==> src/rtl/turtle_clock_control.sv <==
// turtle_clock_control: debounced reset/mode/step inputs into a stretched core reset and single-cycle core clock enable
module turtle_clock_control #(
  parameter int DEBOUNCE_CYCLES = 500000,
  parameter int AUTO_DIV        = 4,
  parameter int RESET_HOLD      = 16,
  parameter int STEP_W          = 16
) (
  input  logic              clk,
  input  logic              reset,
  input  logic              reset_btn,
  input  logic              manual_clk_sw,
  input  logic              pulse_clk_btn,
  output logic              cpu_reset_n,
  output logic              cpu_clk_en,
  output logic              manual_mode,
  output logic [STEP_W-1:0] step_count
);
  localparam int CW = $clog2(DEBOUNCE_CYCLES);
  localparam int DW = AUTO_DIV > 1 ? $clog2(AUTO_DIV) : 1;
  localparam int HW = RESET_HOLD > 1 ? $clog2(RESET_HOLD) : 1;
  localparam logic [1:0] RST_ASSERT = 2'd0, RST_HOLD = 2'd1, RUN = 2'd2;
  logic [2:0]        w_raw, r_s1, r_s2, r_deb;
  logic [CW-1:0]     r_cnt [3];
  logic [1:0]        r_state, w_next;
  logic [HW-1:0]     r_hold;
  logic [DW-1:0]     r_div;
  logic              r_mm_d, r_pb_d, r_en, r_rst_n;
  logic              w_rbtn, w_pb, w_run, w_mode_chg, w_rise, w_en;
  logic [STEP_W-1:0] r_step;
  assign w_raw = {pulse_clk_btn, manual_clk_sw, reset_btn};
  // two-flop synchronizers for all raw board inputs
  always_ff @(posedge clk)
    if (reset) begin
      r_s1 <= '0;
      r_s2 <= '0;
    end else begin
      r_s1 <= w_raw;
      r_s2 <= r_s1;
    end
  // debounce: debounced value follows only after DEBOUNCE_CYCLES consecutive mismatches
  always_ff @(posedge clk)
    for (int d = 0; d < 3; d++)
      if (reset) begin
        r_cnt[d] <= '0;
        r_deb[d] <= 1'b0;
      end else if (r_s2[d] == r_deb[d]) r_cnt[d] <= '0;
      else if (r_cnt[d] == CW'(DEBOUNCE_CYCLES - 1)) begin
        r_deb[d] <= r_s2[d];
        r_cnt[d] <= '0;
      end else r_cnt[d] <= r_cnt[d] + 1'b1;
  assign w_rbtn      = r_deb[0];
  assign manual_mode = r_deb[1];
  assign w_pb        = r_deb[2];
  assign w_next = w_rbtn ? RST_ASSERT :
                  r_state == RST_ASSERT ? RST_HOLD :
                  r_state == RST_HOLD ? (r_hold == HW'(RESET_HOLD - 1) ? RUN : RST_HOLD) :
                  r_state == RUN ? RUN : RST_ASSERT;
  assign w_run      = (r_state == RUN) && (w_next == RUN);
  assign w_mode_chg = manual_mode ^ r_mm_d;
  assign w_rise     = w_pb & ~r_pb_d;
  assign w_en       = w_run & ~w_mode_chg & (manual_mode ? w_rise : r_div == DW'(AUTO_DIV - 1));
  // reset sequencer, divider, edge history and registered outputs
  always_ff @(posedge clk)
    if (reset) begin
      r_state <= RST_ASSERT;
      r_hold  <= '0;
      r_div   <= '0;
      r_mm_d  <= 1'b0;
      r_pb_d  <= 1'b0;
      r_en    <= 1'b0;
      r_rst_n <= 1'b0;
      r_step  <= '0;
    end else begin
      r_state <= w_next;
      r_hold  <= r_state == RST_HOLD ? r_hold + 1'b1 : '0;
      r_div   <= (r_state != RUN || manual_mode || w_mode_chg || r_div == DW'(AUTO_DIV - 1)) ? '0 : r_div + 1'b1;
      r_mm_d  <= manual_mode;
      r_pb_d  <= w_pb;
      r_en    <= w_en;
      r_rst_n <= w_next == RUN;
      r_step  <= w_next != RUN ? '0 : r_step + STEP_W'(w_en);
    end
  assign cpu_reset_n = r_rst_n;
  assign cpu_clk_en  = r_en;
  assign step_count  = r_step;
endmodule

==> config.mk <==
export PLATFORM = sky130hd
export DESIGN_NAME = turtle_clock_control
export DESIGN_NICKNAME = d
export VERILOG_FILES = /design/src/rtl/turtle_clock_control.sv
export SDC_FILE = /design/constraint.sdc
export NUM_CORES = 1
export LEC_CHECK = 0
export CORE_MARGIN = 8
export CORE_UTILIZATION = 54
export DETAILED_ROUTE_END_ITERATION = 7
export PLACE_DENSITY_LB_ADDON = 0.15
export SETUP_SLACK_MARGIN = 0.1
export SYNTH_ARGS = -nofsm -noshare
export SYNTH_HDL_FRONTEND = slang
export SYNTH_SLANG_ARGS = --single-unit
export TNS_END_PERCENT = 100
==> constraint.sdc <==
create_clock -name clk -period 2.2 [get_ports clk]
set_input_delay 0.44 -clock clk [delete_from_list [all_inputs] [get_ports clk]]
set_output_delay 0.44 -clock clk [all_outputs]
set_load 0.1 [all_outputs]
==> metrics.md <==
| Metric | Value |
|---|---|
| F_max | between 500 and 600 MHz |
| Worst Path Arrival | around 2300 ps |
| H-tree Lvls | 3 |
| Root Buffer | clkbuf_8 |
| Clock Sinks | 94 |
| Count of cell types in the netlist | between 40 and 50 |
| Synth Register Bits | 94 |
| Clock transition at path regs | roughly 100 ps |
| Ys async rst share | 0 |
| Slew @ Worst Pin | approximately 500 ps |
| Fin crit period | between 1500 and 2000 ps |
| Syn Std Cell Area | 4627 um2 |
| Routed len/inst | about 13 um |
| Worst Skew | just under 20 ps |
| Max rail drop VDD | 350.8 uV |
| Most used flip-flop cell after synthesis | edfxtp_1 |
| Hold-fix buffers at CTS | 0 |
| Vias | between 3,000 and 4,000 |
| Ratio of cells with drive above 1 in the final layout | 0.1426 |
| Worst-path fanout max | 4 |
| Pleak | ~0.0019 uW |
| Dpl hpwl | 6.254 mm |
| Count of pins over their slew limit | 0 |
| Tot Pwr | approximately 3200 uW |
| Share of Yosys cell area claimed by the top area cell type | 0.3699 |
| Congestion Overflow GR | 0 |
| First-pass GRT wire length | ~15 mm |
| Antenna cells | 0 |
| Drt pass-1 iters | 4 |
| Clock Latency Late Sink | about 360 ps |
| CP Class | reg -> reg |
| CTS max path bufs | 2 |
| RSZ-0062 raised after global routing | true |
| Filler cells | slightly below 700 |
| DP Worst Slack | between 100 and 150 ps |
| R2r worst-path depth | 9 |
| Vias per cell | 5.272 |
| Initial antenna violation count | 0 |
| Crit end category | flop |
| Initial DRC count | between 90 and 100 |
| PwrDens | 581.2 nW/um2 |
| Routed Antenna Nets | 0 |
| Die H | ~110 um |
| Final Hold Fails | 0 |
| Synthesis-to-layout area growth | 18.17% |
| Vias in the first global route | between 3,000 and 4,000 |
| DRC Markers | 0 |
| Initial core utilization | 0.5603 |
| Yosys warns | 0 |
| Width of the chip | roughly 110 um |
| Hold Crit Depth | 1 |
| Required @ worst endpoint | approximately 2500 ps |
| Hold WS | approximately 440 ps |
| Cell count after synthesis | 453 |
| Cell taking the most area after synthesis | edfxtp_1 |
| Final period utilization | 0.9083 |
| Core Region | 8258 um2 |
| Top post-synthesis cells by area | edfxtp_1 37%, dfxtp_1 16%, xnor2_1 7.4% |
| Setup WS post-layout | about 200 ps |
| Nets | about 560 |
| Hold WC Path Type | reg -> reg |
| Max_slew headroom | 0.6562 |
| Startpoint types | flop |
| Post-Route WL | 8.508 mm |
| Largest net degree at the start of global routing | 20 |
| CTS tree | yes |
| CTS buffer count | 9 |
| EDFF count, synth | 57 |
| Syn avg cell area | ~10 um2 |
| GR Util All Layers | 0.1515 |
| Row Count | 33 |
| Final setup violation count | 0 |
| Sequential area share after synthesis | 0.5300 |
| Core occupancy in the finished layout | 0.6621 |
| GP Congestion | about 0.85 |
| IO Pins | 24 |
| Max_cap viols | 0 |
| Status | finished, final reports clean |
| Die ar. | around 12,000 um2 |
| Port bufs | 23 |
==> final timing paths <==
path	from	endpoint	slack, ps
setup / recovery	r_div[0]$_SDFF_PP0_	step_count[15]$_SDFF_PP0_	200
hold / removal	r_div[0]$_SDFF_PP0_	r_div[0]$_SDFF_PP0_	440
setup reg to reg	r_div[0]$_SDFF_PP0_	step_count[15]$_SDFF_PP0_	200
hold reg to reg	r_div[0]$_SDFF_PP0_	r_div[0]$_SDFF_PP0_	440
==> layout make-up <==
cell class	count	area, um2	area share
Clock buffer	10	137.6	0.02517
Clock inverter	6	42.54	0.007780
Inverter	16	60.06	0.01098
Multi-Input combinational cell	388	2313	0.4231
Sequential cell	94	2460	0.4499
Tap cell	105	131.4	0.02403
Timing Repair Buffer	40	322.8	0.05904
==> placed cells by master (no fill, tap or decap), types with 3 or more instances in the layout <==
| master | netlist | layout |
|---|---|---|
| or3_1 | 8 | 6 |
| xnor2_1 | 39 | 39 |
| and3_1 | 6 | 6 |
| nor4b_1 | 6 | 6 |
| nor4_1 | 18 | 17 |
| inv_1 | 16 | 16 |
| nor2_1 | 80 | 79 |
| xor2_1 | 20 | 20 |
| buf_4 | 1 | 35 |
| and4_1 | 5 | 5 |
| or3_4 | 1 | 3 |
| clkdlybuf4s50_1 | 0 | 4 |
| nand4_1 | 24 | 24 |
| or2_2 | 3 | 3 |
| nand3_1 | 27 | 26 |
| nor3_1 | 12 | 12 |
| nand2_1 | 21 | 21 |
| edfxtp_1 | 57 | 57 |
| clkbuf_8 | 0 | 10 |
| a21oi_1 | 10 | 9 |
| conb_1 | 1 | 57 |
| dfxtp_1 | 37 | 33 |
| nor2b_1 | 11 | 10 |
| dfxtp_2 | 0 | 3 |
| o21ai_0 | 7 | 7 |
| ha_1 | 7 | 5 |
==> cell usage after synthesis (2+ instances only) <==
master,instances
edfxtp_1,57
nor3b_1,2
nor3_1,12
nand4_1,24
nand3_1,27
a21oi_1,10
ha_1,7
nor2b_1,11
or2_2,3
inv_1,16
nor2_1,80
and3_1,6
nor4b_1,6
or3_1,8
o221ai_1,2
o21ai_1,2
o31ai_1,2
nand2_1,21
dfxtp_1,37
o21ai_0,7
nor4_1,18
and4_1,5
xor2_1,20
clkbuf_1,8
xnor2_1,39
and2_1,2
==> logic make-up (layout without fill, tap and decap cells) <==
logic type | after synthesis | after routing | share of synthesized area
AND/OR/NAND/NOR | 235 | 235 | 0.2685
flip-flops | 94 | 94 | 0.5300
multiplexers | 1 | 1 | 0.002434
adder cells (fa/ha/maj) | 7 | 7 | 0.01893
XOR/XNOR | 59 | 59 | 0.1117
buffers and inverters | 27 | 72 | 0.02461
other | 1 | 57 | 0.0008105
AO/OA/AOI/OAI | 29 | 29 | 0.04300
==> critical path, stage by stage (launching register included) <==
cell and delay [ps]:
dfxtp_1 350, ha_2 190, a21oi_1 60, nand2b_4 140, nor2_2 80, ha_2 210, nand3_2 110, or3_4 360
or3_4 330, a21oi_2 110
==> power by group <==
group          switching (uW)  leakage [uW]  total, uW  internal [uW]
Sequential               65.3      0.000890       1980           1920
Clock                     619     0.0000974       1070            449
Combinational            69.6      0.000935        128           58.6
==> layer usage <==
layer  global-route usage  routed length [um]  vias to the layer above
met5                    0                   0                        -
met4              0.05474                  99                        0
met3              0.02974                 203                        8
met2               0.2559                4172                       42
met1               0.1881                4033                     1656
li1                     -                   -                     1768
==> registers in the layout, summed over array words and instances (netlist names) <==
| name | flops |
|---|---|
| r_cnt | 57 |
| step_count | 16 |
| r_hold | 4 |
| r_deb | 3 |
| r_s1 | 3 |
| r_s2 | 3 |
| r_div | 2 |
| r_state | 2 |
| cpu_clk_en | 1 |
| cpu_reset_n | 1 |
| r_mm_d | 1 |
| r_pb_d | 1 |
==> timing repair <==
action	in CTS	in global routing
endpoints found under the setup margin	0	16
gates resized for setup	0	7
buffers inserted	0	3
==> metrics by stage <==
step,instances,cell area (um2),setup TNS [ps]
after global routing,659,5468,0
after CTS,656,5420,0
after floorplan,509,4862,-24.67
after global placement,640,5240,0
final,659,5468,0
after detailed placement,640,5240,0
Power figures use the tool's default switching activity.
